`src/rtl/dport_ext_bridge_pkg.sv`:
```
// Shared dport definitions (tag/data/byte-enable widths) and the completion entry payload.
// Optional build macro affecting the bridge: DPORT_EXT_BRIDGE_RANGE_CHECK_EN.
package dport_ext_bridge_pkg;

    localparam int DPORT_TAG_W  = 11;
    localparam int DPORT_DATA_W = 32;
    localparam int DPORT_BE_W   = 4;

    // Payload of one completion entry; the done bit is held separately so it can be reset.
    typedef struct packed {
        logic [DPORT_TAG_W-1:0]  tag;
        logic                    err;
        logic [DPORT_DATA_W-1:0] data;
    } dport_entry_t;

endpackage

```
`src/rtl/dport_ext_slot_fifo.sv`:
```
// Small in-order FIFO of completion-buffer slot indices, one per granted bus request.
module dport_ext_slot_fifo #(
    parameter int  DEPTH = 4,
    localparam int AW    = $clog2(DEPTH)
) (
    input  logic          clk_i,
    input  logic          rst_i,
    input  logic          push_i,
    input  logic [AW-1:0] data_i,
    input  logic          pop_i,
    output logic [AW-1:0] data_o,
    output logic          empty_o,
    output logic          full_o
);
    localparam logic [AW-1:0] PTR_ONE   = AW'(1'b1);
    localparam logic [AW:0]   CNT_ZERO  = {(AW+1){1'b0}};
    localparam logic [AW:0]   CNT_DEPTH = (AW+1)'(DEPTH);

    logic [AW-1:0] r_mem [DEPTH];
    logic [AW-1:0] r_wr_ptr;
    logic [AW-1:0] r_rd_ptr;
    logic [AW:0]   r_count;
    logic          w_push;
    logic          w_pop;

    assign empty_o = (r_count == CNT_ZERO);
    assign full_o  = (r_count == CNT_DEPTH);
    assign w_push  = push_i & ~full_o;
    assign w_pop   = pop_i & ~empty_o;
    assign data_o  = r_mem[r_rd_ptr];

    // Pointer and occupancy bookkeeping.
    always_ff @(posedge clk_i or negedge rst_i) begin
        if (!rst_i) begin
            r_wr_ptr <= {AW{1'b0}};
            r_rd_ptr <= {AW{1'b0}};
            r_count  <= CNT_ZERO;
        end else begin
            if (w_push) r_wr_ptr <= r_wr_ptr + PTR_ONE;
            if (w_pop)  r_rd_ptr <= r_rd_ptr + PTR_ONE;
            r_count <= r_count + (AW+1)'(w_push) - (AW+1)'(w_pop);
        end
    end

    // Storage needs no reset: reads are gated by the occupancy count.
    always_ff @(posedge clk_i) begin
        if (w_push) r_mem[r_wr_ptr] <= data_i;
    end

endmodule

```
`src/rtl/dport_ext_bridge.sv`:
```
// dport responder bridging to an external req/gnt/rvalid bus with an in-order completion buffer.
// Build macro DPORT_EXT_BRIDGE_RANGE_CHECK_EN rejects bus ops outside [EXT_BASE, EXT_BASE+EXT_SIZE).
module dport_ext_bridge
    import dport_ext_bridge_pkg::*;
#(
    parameter int          DEPTH    = 4,
    parameter logic [31:0] EXT_BASE = 32'h0000_0000,
    parameter logic [31:0] EXT_SIZE = 32'h8000_0000
) (
    input  logic                    clk_i,
    input  logic                    rst_i,
    input  logic [31:0]             mem_addr_i,
    input  logic [DPORT_DATA_W-1:0] mem_data_wr_i,
    input  logic                    mem_rd_i,
    input  logic [DPORT_BE_W-1:0]   mem_wr_i,
    input  logic                    mem_cacheable_i,
    input  logic [DPORT_TAG_W-1:0]  mem_req_tag_i,
    input  logic                    mem_invalidate_i,
    input  logic                    mem_writeback_i,
    input  logic                    mem_flush_i,
    output logic [DPORT_DATA_W-1:0] mem_data_rd_o,
    output logic                    mem_accept_o,
    output logic                    mem_ack_o,
    output logic                    mem_error_o,
    output logic [DPORT_TAG_W-1:0]  mem_resp_tag_o,
    output logic                    bus_req_o,
    output logic                    bus_we_o,
    output logic [DPORT_BE_W-1:0]   bus_be_o,
    output logic [31:0]             bus_addr_o,
    output logic [DPORT_DATA_W-1:0] bus_wdata_o,
    input  logic                    bus_gnt_i,
    input  logic                    bus_rvalid_i,
    input  logic [DPORT_DATA_W-1:0] bus_rdata_i,
    input  logic                    bus_err_i
);
    localparam int            AW        = $clog2(DEPTH);
    localparam logic [AW-1:0] PTR_ONE   = AW'(1'b1);
    localparam logic [AW:0]   CNT_ZERO  = {(AW+1){1'b0}};
    localparam logic [AW:0]   CNT_DEPTH = (AW+1)'(DEPTH);

    dport_entry_t             r_entry [DEPTH];
    logic [DEPTH-1:0]         r_done;
    logic [AW-1:0]            r_wr_ptr;
    logic [AW-1:0]            r_rd_ptr;
    logic [AW:0]              r_count;
    logic                     r_ack;
    logic                     r_err;
    logic [DPORT_TAG_W-1:0]   r_rtag;
    logic [DPORT_DATA_W-1:0]  r_rdata;

    logic          w_bus_op;
    logic          w_request;
    logic          w_in_range;
    logic          w_bus_issue;
    logic          w_local;
    logic          w_local_err;
    logic          w_full;
    logic          w_push;
    logic          w_fill;
    logic          w_retire;
    logic [AW-1:0] w_slot_head;
    logic          w_slot_empty;
    logic          w_slot_full;
    logic          w_unused;

    assign w_bus_op  = mem_rd_i | (|mem_wr_i);
    assign w_request = w_bus_op | mem_flush_i | mem_invalidate_i | mem_writeback_i;

`ifdef DPORT_EXT_BRIDGE_RANGE_CHECK_EN
    // 33-bit compare so a window ending exactly at 4 GiB does not wrap.
    assign w_in_range = ({1'b0, mem_addr_i} >= {1'b0, EXT_BASE}) &&
                        ({1'b0, mem_addr_i} <  ({1'b0, EXT_BASE} + {1'b0, EXT_SIZE}));
    assign w_unused   = ^{mem_cacheable_i, w_slot_full};
`else
    assign w_in_range = 1'b1;
    assign w_unused   = ^{mem_cacheable_i, w_slot_full, mem_addr_i[1:0], EXT_BASE, EXT_SIZE};
`endif

    assign w_bus_issue = w_bus_op & w_in_range;
    assign w_local     = w_request & ~w_bus_issue;
    assign w_local_err = w_bus_op & ~w_in_range;
    assign w_full      = (r_count == CNT_DEPTH);

    assign bus_req_o    = w_bus_issue & ~w_full;
    assign mem_accept_o = ~w_full & (w_local | bus_gnt_i);
    assign w_push       = w_request & mem_accept_o;
    assign w_fill       = bus_rvalid_i & ~w_slot_empty;
    assign w_retire     = (r_count != CNT_ZERO) & r_done[r_rd_ptr];

    assign bus_we_o    = |mem_wr_i;
    assign bus_be_o    = mem_wr_i;
    assign bus_addr_o  = {mem_addr_i[31:2], 2'b00};
    assign bus_wdata_o = mem_data_wr_i;

    assign mem_ack_o      = r_ack;
    assign mem_error_o    = r_err;
    assign mem_resp_tag_o = r_rtag;
    assign mem_data_rd_o  = r_rdata;

    dport_ext_slot_fifo #(.DEPTH(DEPTH)) u_slot_fifo (
        .clk_i   (clk_i),
        .rst_i   (rst_i),
        .push_i  (w_push & w_bus_issue),
        .data_i  (r_wr_ptr),
        .pop_i   (bus_rvalid_i),
        .data_o  (w_slot_head),
        .empty_o (w_slot_empty),
        .full_o  (w_slot_full)
    );

    // Control state and registered response; push, fill and retire never hit the same slot.
    always_ff @(posedge clk_i or negedge rst_i) begin
        if (!rst_i) begin
            r_done   <= {DEPTH{1'b0}};
            r_wr_ptr <= {AW{1'b0}};
            r_rd_ptr <= {AW{1'b0}};
            r_count  <= CNT_ZERO;
            r_ack    <= 1'b0;
            r_err    <= 1'b0;
            r_rtag   <= {DPORT_TAG_W{1'b0}};
            r_rdata  <= {DPORT_DATA_W{1'b0}};
        end else begin
            if (w_push) begin
                r_done[r_wr_ptr] <= w_local;
                r_wr_ptr         <= r_wr_ptr + PTR_ONE;
            end
            if (w_fill) r_done[w_slot_head] <= 1'b1;
            if (w_retire) begin
                r_rd_ptr <= r_rd_ptr + PTR_ONE;
                r_err    <= r_entry[r_rd_ptr].err;
                r_rtag   <= r_entry[r_rd_ptr].tag;
                r_rdata  <= r_entry[r_rd_ptr].data;
            end
            r_ack   <= w_retire;
            r_count <= r_count + (AW+1)'(w_push) - (AW+1)'(w_retire);
        end
    end

    // Entry payload; validity is tracked by r_done and r_count.
    always_ff @(posedge clk_i) begin
        if (w_push) begin
            r_entry[r_wr_ptr].tag  <= mem_req_tag_i;
            r_entry[r_wr_ptr].err  <= w_local_err;
            r_entry[r_wr_ptr].data <= {DPORT_DATA_W{1'b0}};
        end
        if (w_fill) begin
            r_entry[w_slot_head].err  <= bus_err_i;
            r_entry[w_slot_head].data <= bus_rdata_i;
        end
    end

endmodule

```
`config.mk`:
```
export PLATFORM = sky130hd
export DESIGN_NAME = dport_ext_bridge
export DESIGN_NICKNAME = d
export VERILOG_FILES = /design/src/rtl/dport_ext_bridge_pkg.sv /design/src/rtl/dport_ext_slot_fifo.sv /design/src/rtl/dport_ext_bridge.sv
export SDC_FILE = /design/constraint.sdc
export NUM_CORES = 1
export LEC_CHECK = 0
export ABC_AREA = 1
export BUFFER_PORTS_ARGS = -buffer_cell sky130_fd_sc_hd__buf_4
export CAP_MARGIN = 10
export CORE_ASPECT_RATIO = 1.25
export CORE_UTILIZATION = 48
export DETAILED_ROUTE_END_ITERATION = 16
export PLACE_DENSITY_LB_ADDON = 0.2
export SYNTH_ARGS = -nofsm -noshare
export SYNTH_HDL_FRONTEND = slang
export SYNTH_HIERARCHICAL = 1
export SYNTH_SLANG_ARGS = --single-unit
export TNS_END_PERCENT = 100
```
`constraint.sdc`:
```
create_clock -name clk_i -period 5.4 [get_ports clk_i]
set_input_delay 1.08 -clock clk_i [delete_from_list [all_inputs] [get_ports clk_i]]
set_output_delay 1.08 -clock clk_i [all_outputs]
set_load 0.01 [all_outputs]
```
==> out/results.ini, run 1 <==
[drt]
wl_met1_um = 9714
dr.pass1.iters = 7
wl_met2_um = 12050
wl_met3_um = 1372
dr_total_vias = 7131
drc = 0
postRouteAntennaNets = 0
routed.top_layer = met4
viasPerCell = 5.194
initialDrtViolationCount = 490
wire_per_inst_um = 17.45
wirelength_um = 23960

[timing]
worstMarginPinSlew_ns = 1.023
slew_viol_final = 0
rsz0062_at_grt = false
fin_ws_ns = 2.094
hold_viol_final = 0
skew_ns = 0.009724
fin_setup_tns_ns = 0
slew_headroom_pct = 31.55
final-setup-viol-count = 0
period_share_pct = 61.22
fin_crit_ns = 3.306
fmax_mhz = 302.5

[cells_and_area]
layout-drive-gt1-share_pct = 15.87
mostFrequentLayoutCell = nor2_1
fin_nets = 1207
final_cell_mix = 240 x nor2_1, 184 x edfxtp_1, 169 x nand2_1
fillers = 2024
multi_input_area_um2 = 2755
syn_to_final_growth_pct = 11.76
seq_area_um2 = 7104
antenna_cells = 0
fin_cells = 1373

[grt]
grt_max_degree = 91
grt_pass1_wl_um = 37650
first_global_vias = 7185
antenna_found_initial = 0
grt_usage_pct = 21.29
grt.overflow.total = 0

[setup_path]
crit_fanout = 5
r2r_setup_slack_ns = 2.44
worstReg2RegStart = r_rd_ptr[1]
reg2reg_to = r_count[2]
path_class = in -> out
required_ns = 4.32
reg2regPathDepth = 11
startpoint_type = input pin
crit_arrival_ns = 2.23
end_kind = output port

[placement]
place.gp.congestion = 0.7538
placed_cells_incl_taps = 1328
io_buffers = 107
place_ws_ns = 1.564
dpl.hpwl_um = 12960

[pwr]
finalPower_w = 0.007949
p_sw_w = 0.003021
p_leak_nw = 5.249
switching_share_pct = 38.00
p_int_w = 0.004928
power_frac_clock_pct = 21.7
ir_worst_vdd_uv = 443.8
pwr-share-comb_pct = 37.2
cellPowerDensity_nw_per_um2 = 651.6
power_frac_seq_pct = 41.1

[synth]
netlist_area_um2 = 10910
syn_avg_cell_area_um2 = 10.40
synth-warning-count = 6
synthCells = 1049

[min_path]
hp-start = u_slot_fifo/r_rd_ptr[1]
min_to = u_slot_fifo/r_rd_ptr[1]
hp-class = reg -> reg
hold_depth = 2

[clock_network]
htreeDepth = 1
cts_hold_buf = 0
cts_tree = built
numClockSinks = 247
cts-root-buf = clkbuf_16
post_cts_buffers = 0
cts.repair.resized = 0
clk_latency_ns = 0.51
clk_pin_slew_ns = 0.06
cts-buffers-inserted = 25
clockBufferDepth = 3

[status]
status = finished clean

[floorplan]
fp.dieW_um = 136.9
io_pins = 237
start_util_pct = 48.97
die_h_um = 170.6
core_um2 = 22290
dieArea_um2 = 23350
num_rows = 61

[job]
cap_violations = 0

==> through the flow <==
stage	cell area, um^2	hold slack, ns	util [%]
final	12200	0.4755	54.73
after global routing	12200	0.4993	54.73
after CTS	12200	0.4766	54.73
after detailed placement	11370	0.4627	51.03
after global placement	11370	0.4560	51.03
after floorplan	10920	0.4414	-
==> power groups by stage <==
| stage | Combinational [W] | Sequential, W | Clock [W] |
|---|---|---|---|
| 2_1_floorplan | 0.00202 | 0.00332 | 0 |
| 3_3_place_gp | 0.00295 | 0.00329 | 0 |
| 3_5_place_dp | 0.00299 | 0.00331 | 0 |
| 4_1_cts | 0.00300 | 0.00328 | 0.00175 |
| 5_1_grt | 0.00334 | 0.00335 | 0.00182 |
| 6_report | 0.00295 | 0.00327 | 0.00173 |
==> final cells by class <==
| class | instances | area share [%] |
|---|---|---|
| clock inverter | 10 | 0.8411 |
| clock buffer | 35 | 5.929 |
| multi-input combinational | 605 | 22.59 |
| inverter | 78 | 2.421 |
| sequential | 247 | 58.24 |
| timing repair buffer | 115 | 7.078 |
| tap | 283 | 2.903 |
==> metal layers <==
layer / vias to the layer above / GRT usage, %
li1: 3435 / -
met1: 3387 / 25.81
met2: 234 / 37.83
met3: 75 / 2.578
met4: 0 / 9.365
met5: - / 0
==> state kept, by name, summed over array words and instances, names as in the netlist, 2 cells and up <==
signal	cells
r_entry	176
mem_data_rd_o	32
mem_resp_tag_o	11
u_slot_fifo/r_mem	8
r_done	4
r_count	3
u_slot_fifo/r_count	3
r_rd_ptr	2
r_wr_ptr	2
u_slot_fifo/r_rd_ptr	2
u_slot_fifo/r_wr_ptr	2
==> worst max-delay path, cell delays in order <==
cell and delay [ns]:
buf_4 0.11, nor2_1 0.14, nand3_1 0.15, nor2_1 0.32, nor2_1 0.07, nor2_1 0.19, buf_4 0.16
==> worst max-delay path by stage <==
stage | startpoint | end | slack, ns | depth (start not counted)
floorplan | mem_wr_i[1] | u_slot_fifo/r_count[2] | 2.03 | 12
global placement | mem_wr_i[0] | u_slot_fifo/r_count[2] | 1.63 | 13
detailed placement | mem_wr_i[0] | u_slot_fifo/r_count[2] | 1.56 | 13
CTS | mem_wr_i[0] | mem_accept_o | 2.09 | 7
global route | mem_wr_i[0] | u_slot_fifo/r_count[2] | 1.77 | 13
finish | mem_wr_i[0] | mem_accept_o | 2.09 | 7
(Power assumes the default switching activity.)
==> run 2: changes to the inputs <==
clock period = 3.29 ns   (was 5.4 ns; I/O delays follow)
==> run 2 against run 1 <==
  * Design area grew 0.82%
  * Sequential share of layout area shrank 0.47 points
  * Register-to-register slack lost 1.6 ns
  * Die area is the same
  * Worst hold slack lost 0.22 ns
  * Global-route usage shrank 0.30 points
  * Via count grew 1.1%
  * Total power grew 65%
  * Cell count grew 0.80%
  * Critical path depth grew 7
  * Clock skew grew 0.011 ns
  * Combinational power grew 69%
  * Largest cell class unchanged
==> out/results.ini, run 2 (same netlist as run 1, synthesis figures left out) <==
[clock_network]
clk_latency_ns = 0.53  ; +0.02 ns
cts_hold_buf = 0  ; unchanged
cts-buffers-inserted = 25  ; unchanged
cts-root-buf = clkbuf_16
cts.repair.resized = 0  ; unchanged
clockBufferDepth = 3  ; unchanged
post_cts_buffers = 0  ; unchanged
cts_tree = built
clk_pin_slew_ns = 0.06  ; about the same
htreeDepth = 1  ; unchanged
numClockSinks = 247  ; unchanged

[placement]
place.gp.congestion = 0.7445  ; -1.2%
placed_area_um2 = 11480  ; +0.99%
dpl.hpwl_um = 13670  ; +5.4%
io_buffers = 107  ; unchanged

[timing]
final-setup-viol-count = 0  ; unchanged
hold_viol_final = 0  ; unchanged
fin_crit_ns = 2.473
hold_slack_ns = 0.2541  ; -0.2214 ns
slew_headroom_pct = 40.95  ; +9.4 points
fmax_mhz = 404.4
worstMarginPinSlew_ns = 0.8858  ; -0.1373 ns
period_share_pct = 75.15
rsz0062_at_grt = false
fin_setup_tns_ns = 0  ; unchanged
slew_viol_final = 0  ; unchanged
skew_ns = 0.02090  ; +0.01117 ns

[setup_path]
path_class = in -> reg
worstReg2RegStart = r_count[1]
r2r_setup_slack_ns = 0.85  ; -1.59 ns
reg2reg_to = u_slot_fifo/r_count[2]
end_kind = flip-flop
crit_fanout = 7  ; +2
crit_arrival_ns = 2.90  ; +0.67 ns
required_ns = 3.71  ; -0.61 ns
crit_start = mem_wr_i[0]
reg2regPathDepth = 12  ; +1
endpoint = u_slot_fifo/r_count[2]
startpoint_type = input pin

[floorplan]
num_rows = 61  ; unchanged
die_h_um = 170.6  ; unchanged
dieArea_um2 = 23350  ; unchanged
core_um2 = 22290  ; unchanged
start_util_pct = 48.97  ; unchanged
fp.dieW_um = 136.9  ; unchanged
io_pins = 237  ; unchanged

[drt]
viasPerCell = 5.211  ; +0.33%
postRouteAntennaNets = 0  ; unchanged
dr_total_vias = 7212  ; +1.1%
drc = 0  ; unchanged
dr.pass1.iters = 5  ; -2
initialDrtViolationCount = 521  ; +6.3%
wire_per_inst_um = 17.18  ; -1.5%
wirelength_um = 23780  ; -0.74%

[pwr]
ir_worst_vdd_uv = 982.6  ; +120%
cellPowerDensity_nw_per_um2 = 1068  ; +64%
p_leak_nw = 5.308  ; +1.1%

[cells_and_area]
largest-register = r_entry
final_cell_mix = 240 x nor2_1, 184 x edfxtp_1, 169 x nand2_1
fillers = 1977  ; -2.3%
mostFrequentLayoutCell = nor2_1
fin_nets = 1217  ; +0.83%
syn_to_final_growth_pct = 12.68
final_cell_area_um2 = 12300  ; +0.82%
antenna_cells = 0  ; unchanged
fin_util_pct = 55.18  ; +0.45 points
layout-drive-gt1-share_pct = 16.62  ; +0.75 points
largest_reg_flops = 176  ; unchanged

[status]
status = finished clean

[grt]
antenna_found_initial = 0  ; unchanged
grt.overflow.total = 0  ; unchanged
grt_usage_pct = 20.98  ; -0.30 points
grt_max_degree = 66  ; -27%
grt_pass1_wl_um = 36900  ; -2.0%
first_global_vias = 7114  ; -0.99%

[min_path]
hp-class = in -> async

[job]
cap_violations = 0  ; unchanged

-- run 2: cell count changes in the layout (fill, tap and decap cells not counted) --
cell	before	now
buf_4	115	122
buf_12	0	3
clkbuf_8	6	4
clkinv_2	3	5
inv_6	0	2
clkinv_1	7	8
clkinv_4	1	0
clkinvlp_4	1	0
-- run 2: area by class of cell --
cell class,instances,area [um^2],share of cell area (%)
tap,283,354.1,2.879
sequential,247,7104,57.77
clock buffer,33,695.7,5.657
multi-input combinational,605,2755,22.40
clock inverter,13,117.6,0.9564
inverter,78,295.3,2.401
timing repair buffer,125,975.9,7.936
-- run 2: worst max-delay path, stage by stage --
cell      delay (ns)
buf_4           0.11
nor2_1          0.15
nand3_1         0.16
o21bai_1        0.22
nand3_1         0.18
nor2_1          0.13
buf_4           0.16
nand2_8         0.07
ha_1            0.27
inv_1           0.04
ha_1            0.19
fa_1            0.41
nand3_1         0.09
nand2_1         0.05
-- run 2: worst min-delay path by stage --
| stage | end | slack [ns] | depth (start not counted) |
|---|---|---|---|
| 2_1_floorplan | mem_ack_o | 0.36 | 0 |
| 3_3_place_gp | u_slot_fifo/r_rd_ptr[1] | 0.46 | 2 |
| 3_5_place_dp | u_slot_fifo/r_rd_ptr[1] | 0.46 | 2 |
| 4_1_cts | mem_resp_tag_o[6] | 0.29 | 1 |
| 5_1_grt | r_entry[2][43] | 0.32 | 1 |
| 6_report | mem_data_rd_o[11] | 0.25 | 1 |
-- run 2: where the power goes --
part | total, W | internal [W] | switching, W
registers | 0.00535 | 0.00491 | 0.000441
logic | 0.00499 | 0.00160 | 0.00339
clock network | 0.00279 | 0.00164 | 0.00115
-- run 2: routing by layer --
metal / up-vias / GRT usage (%) / part of all wire [%]
met5: - / 0 / 0
met4: 0 / 8.839 / 3.1
met3: 72 / 2.874 / 5.4
met2: 203 / 37.36 / 51
met1: 3484 / 25.33 / 40
li1: 3453 / - / -
-- run 2: through the flow --
| step | power, W | setup WS [ns] | std cells |
|---|---|---|---|
| 2_1_floorplan | 0.008756 | 0.3443 | 1050 |
| 3_3_place_gp | 0.01036 | 0.3221 | 1338 |
| 3_5_place_dp | 0.01047 | 0.2492 | 1338 |
| 4_1_cts | 0.01328 | 0.7825 | 1384 |
| 5_1_grt | 0.01403 | 0.5630 | 1384 |
| 6_report | 0.01314 | 0.8175 | 1384 |
==> run 3: changes to the inputs <==
clock period = 2.5 ns   (was 3.29 ns; I/O delays follow)
==> run 3 against run 2 <==
  * Non-clock buffer count increased by 22
  * Design area up 1.9%
  * Count of clock-buffer cells in the layout fell by 1
  * Die area stayed put
  * Utilization is 1.0 points higher
  * Global-route usage rose by 0.69 points
  * Worst hold slack lost 0.068 ns
  * Setup slack got worse by 0.47 ns
  * First-iteration DRC count fell by 9.0%
  * Flip-flop and latch count stayed put
  * Critical path type is now in -> out
  * Largest cell class unchanged
==> out/results.ini, run 3 (same netlist as run 1, synthesis figures left out) <==
[status]
status = finished clean

[min_path]
hp-start = mem_req_tag_i[2]
hp-class = in -> reg
min_to = r_entry[3][35]
hold_depth = 1

[cells_and_area]
fin_cells = 1405  ; +1.5%
layout-drive-gt1-share_pct = 18.27  ; +1.6 points
fin_nets = 1239  ; +1.8%
largest-register = r_entry
syn_to_final_growth_pct = 14.79
largest_reg_flops = 176  ; unchanged
fin_util_pct = 56.21  ; +1.0 points
antenna_cells = 0  ; unchanged
mostFrequentLayoutCell = nor2_1
final_cell_area_um2 = 12530  ; +1.9%
final_cell_mix = 239 x nor2_1, 184 x edfxtp_1, 169 x nand2_1

[timing]
hold_viol_final = 0  ; unchanged
rsz0062_at_grt = false
slew_headroom_pct = 38.59  ; -2.4 points
fin_crit_ns = 2.148
skew_ns = 0.009382  ; -0.01151 ns
worstMarginPinSlew_ns = 0.9212  ; +0.03536 ns
hold_slack_ns = 0.1860  ; -0.06807 ns
fmax_mhz = 465.5
final-setup-viol-count = 0  ; unchanged
slew_viol_final = 0  ; unchanged
period_share_pct = 85.93

[setup_path]
r2r_setup_slack_ns = 0.36  ; -0.49 ns
startpoint_type = input pin
crit_fanout = 3  ; -4
worstReg2RegStart = u_slot_fifo/r_rd_ptr[0]
path_class = in -> out
end_kind = output port
reg2regPathDepth = 9  ; -3
reg2reg_to = r_entry[2][7]
crit_arrival_ns = 1.65  ; -1.25 ns
required_ns = 2.00  ; -1.71 ns

[pwr]
p_int_w = 0.01101  ; +35%
power_frac_clock_pct = 21.6  ; +0.3 points
p_leak_nw = 5.436  ; +2.4%
switching_share_pct = 37.67  ; -0.27 points
pwr-share-comb_pct = 38.6  ; +0.6 points
power_frac_seq_pct = 39.9  ; -0.8 points
p_sw_w = 0.006653  ; +33%
cellPowerDensity_nw_per_um2 = 1410  ; +32%
ir_worst_vdd_uv = 1184  ; +20%
finalPower_w = 0.01766  ; +34%

[floorplan]
core_um2 = 22290  ; unchanged
num_rows = 61  ; unchanged
io_pins = 237  ; unchanged
die_h_um = 170.6  ; unchanged
fp.dieW_um = 136.9  ; unchanged
start_util_pct = 48.97  ; unchanged
dieArea_um2 = 23350  ; unchanged

[drt]
viasPerCell = 5.194  ; -0.32%
dr.pass1.iters = 5  ; unchanged
wire_per_inst_um = 17.61  ; +2.5%
postRouteAntennaNets = 0  ; unchanged
dr_total_vias = 7298  ; +1.2%
wirelength_um = 24740  ; +4.0%
initialDrtViolationCount = 474  ; -9.0%
drc = 0  ; unchanged

[grt]
antenna_found_initial = 0  ; unchanged
grt.overflow.total = 0  ; unchanged
grt_pass1_wl_um = 38270  ; +3.7%
first_global_vias = 7197  ; +1.2%
grt_usage_pct = 21.67  ; +0.69 points
grtUsageMet3_pct = 2.607  ; -0.27 points
busiest_layer = met2
met1_usage_pct = 26.87  ; +1.5 points
grt_max_degree = 91  ; +38%
grtUsageMet2_pct = 38.58  ; +1.2 points

[placement]
dpl.hpwl_um = 14490  ; +6.0%
io_buffers = 107  ; unchanged
place.gp.congestion = 0.7664  ; +2.9%
placed_cells_incl_taps = 1359  ; +1.6%
placed_area_um2 = 11680  ; +1.7%

[clock_network]
cts.repair.resized = 0  ; unchanged
cts-buffers-inserted = 25  ; unchanged
numClockSinks = 247  ; unchanged
cts-root-buf = clkbuf_16
clk_latency_ns = 0.51  ; -0.02 ns
clockBufferDepth = 3  ; unchanged
cts_tree = built
htreeDepth = 1  ; unchanged
clk_pin_slew_ns = 0.06  ; about the same

[job]
cap_violations = 0  ; unchanged

## run 3: changes by cell type in the layout (fill, tap and decap cells not counted), moves of 2 or more
| cell | previous run | this run |
|---|---|---|
| buf_12 | 3 | 5 |
| buf_4 | 122 | 141 |
| bufinv_16 | 2 | 4 |
| clkbuf_8 | 4 | 2 |
| inv_6 | 2 | 0 |
## run 3: area by class of cell
type | instances | area (um^2)
multi-input cells | 605 | 2771
clock inverters | 13 | 162.7
clock buffers | 32 | 671.9
fillers | 1967 | 9758
repair buffers | 147 | 1169
inverters | 78 | 295.3
well taps | 283 | 354.1
flip-flops and latches | 247 | 7104
## run 3: critical path, stage by stage
cell and delay (ns):
buf_4 0.11, nor2_1 0.15, nand3_1 0.17, buf_4 0.18
nor2_1 0.14, nor2_1 0.06, nor2_1 0.18, buf_4 0.16
## run 3: timing repair
| action | CTS | global route |
|---|---|---|
| hold buffers | 1 | 0 |
| setup buffers | 0 | 0 |
| hold endpoints to repair | 29 | 0 |
## run 3: worst max path at each step
stage	startpoint	end	slack, ns
after floorplan	mem_wr_i[1]	u_slot_fifo/r_count[2]	-0.03
after global placement	mem_wr_i[1]	u_slot_fifo/r_count[2]	-0.13
after detailed placement	mem_wr_i[1]	u_slot_fifo/r_count[2]	-0.19
after CTS	mem_wr_i[1]	mem_accept_o	0.33
after global routing	u_slot_fifo/r_rd_ptr[0]	r_entry[2][11]	0.16
final	mem_wr_i[1]	mem_accept_o	0.35
## run 3: through the flow
stage               worst slack, ns  setup TNS [ns]
floorplan                  -0.02705        -0.02705
global placement            -0.1285         -0.1619
detailed placement          -0.1914         -0.3385
CTS                          0.3284               0
global route                 0.1556               0
finish                       0.3518               0
## run 3: power groups by stage
stage | Combinational, W | Clock, W | Sequential, W
2_1_floorplan | 0.00438 | 0 | 0.00715
3_3_place_gp | 0.00675 | 0 | 0.00708
3_5_place_dp | 0.00688 | 0 | 0.00711
4_1_cts | 0.00692 | 0.00386 | 0.00705
5_1_grt | 0.00764 | 0.00401 | 0.00720
6_report | 0.00681 | 0.00381 | 0.00704
## run 3: metal layers
metal,vias to the layer above,share of wire (%)
met1,3511,41
met3,65,5.3
li1,3501,-
met2,221,51
met4,0,3.1
met5,-,0
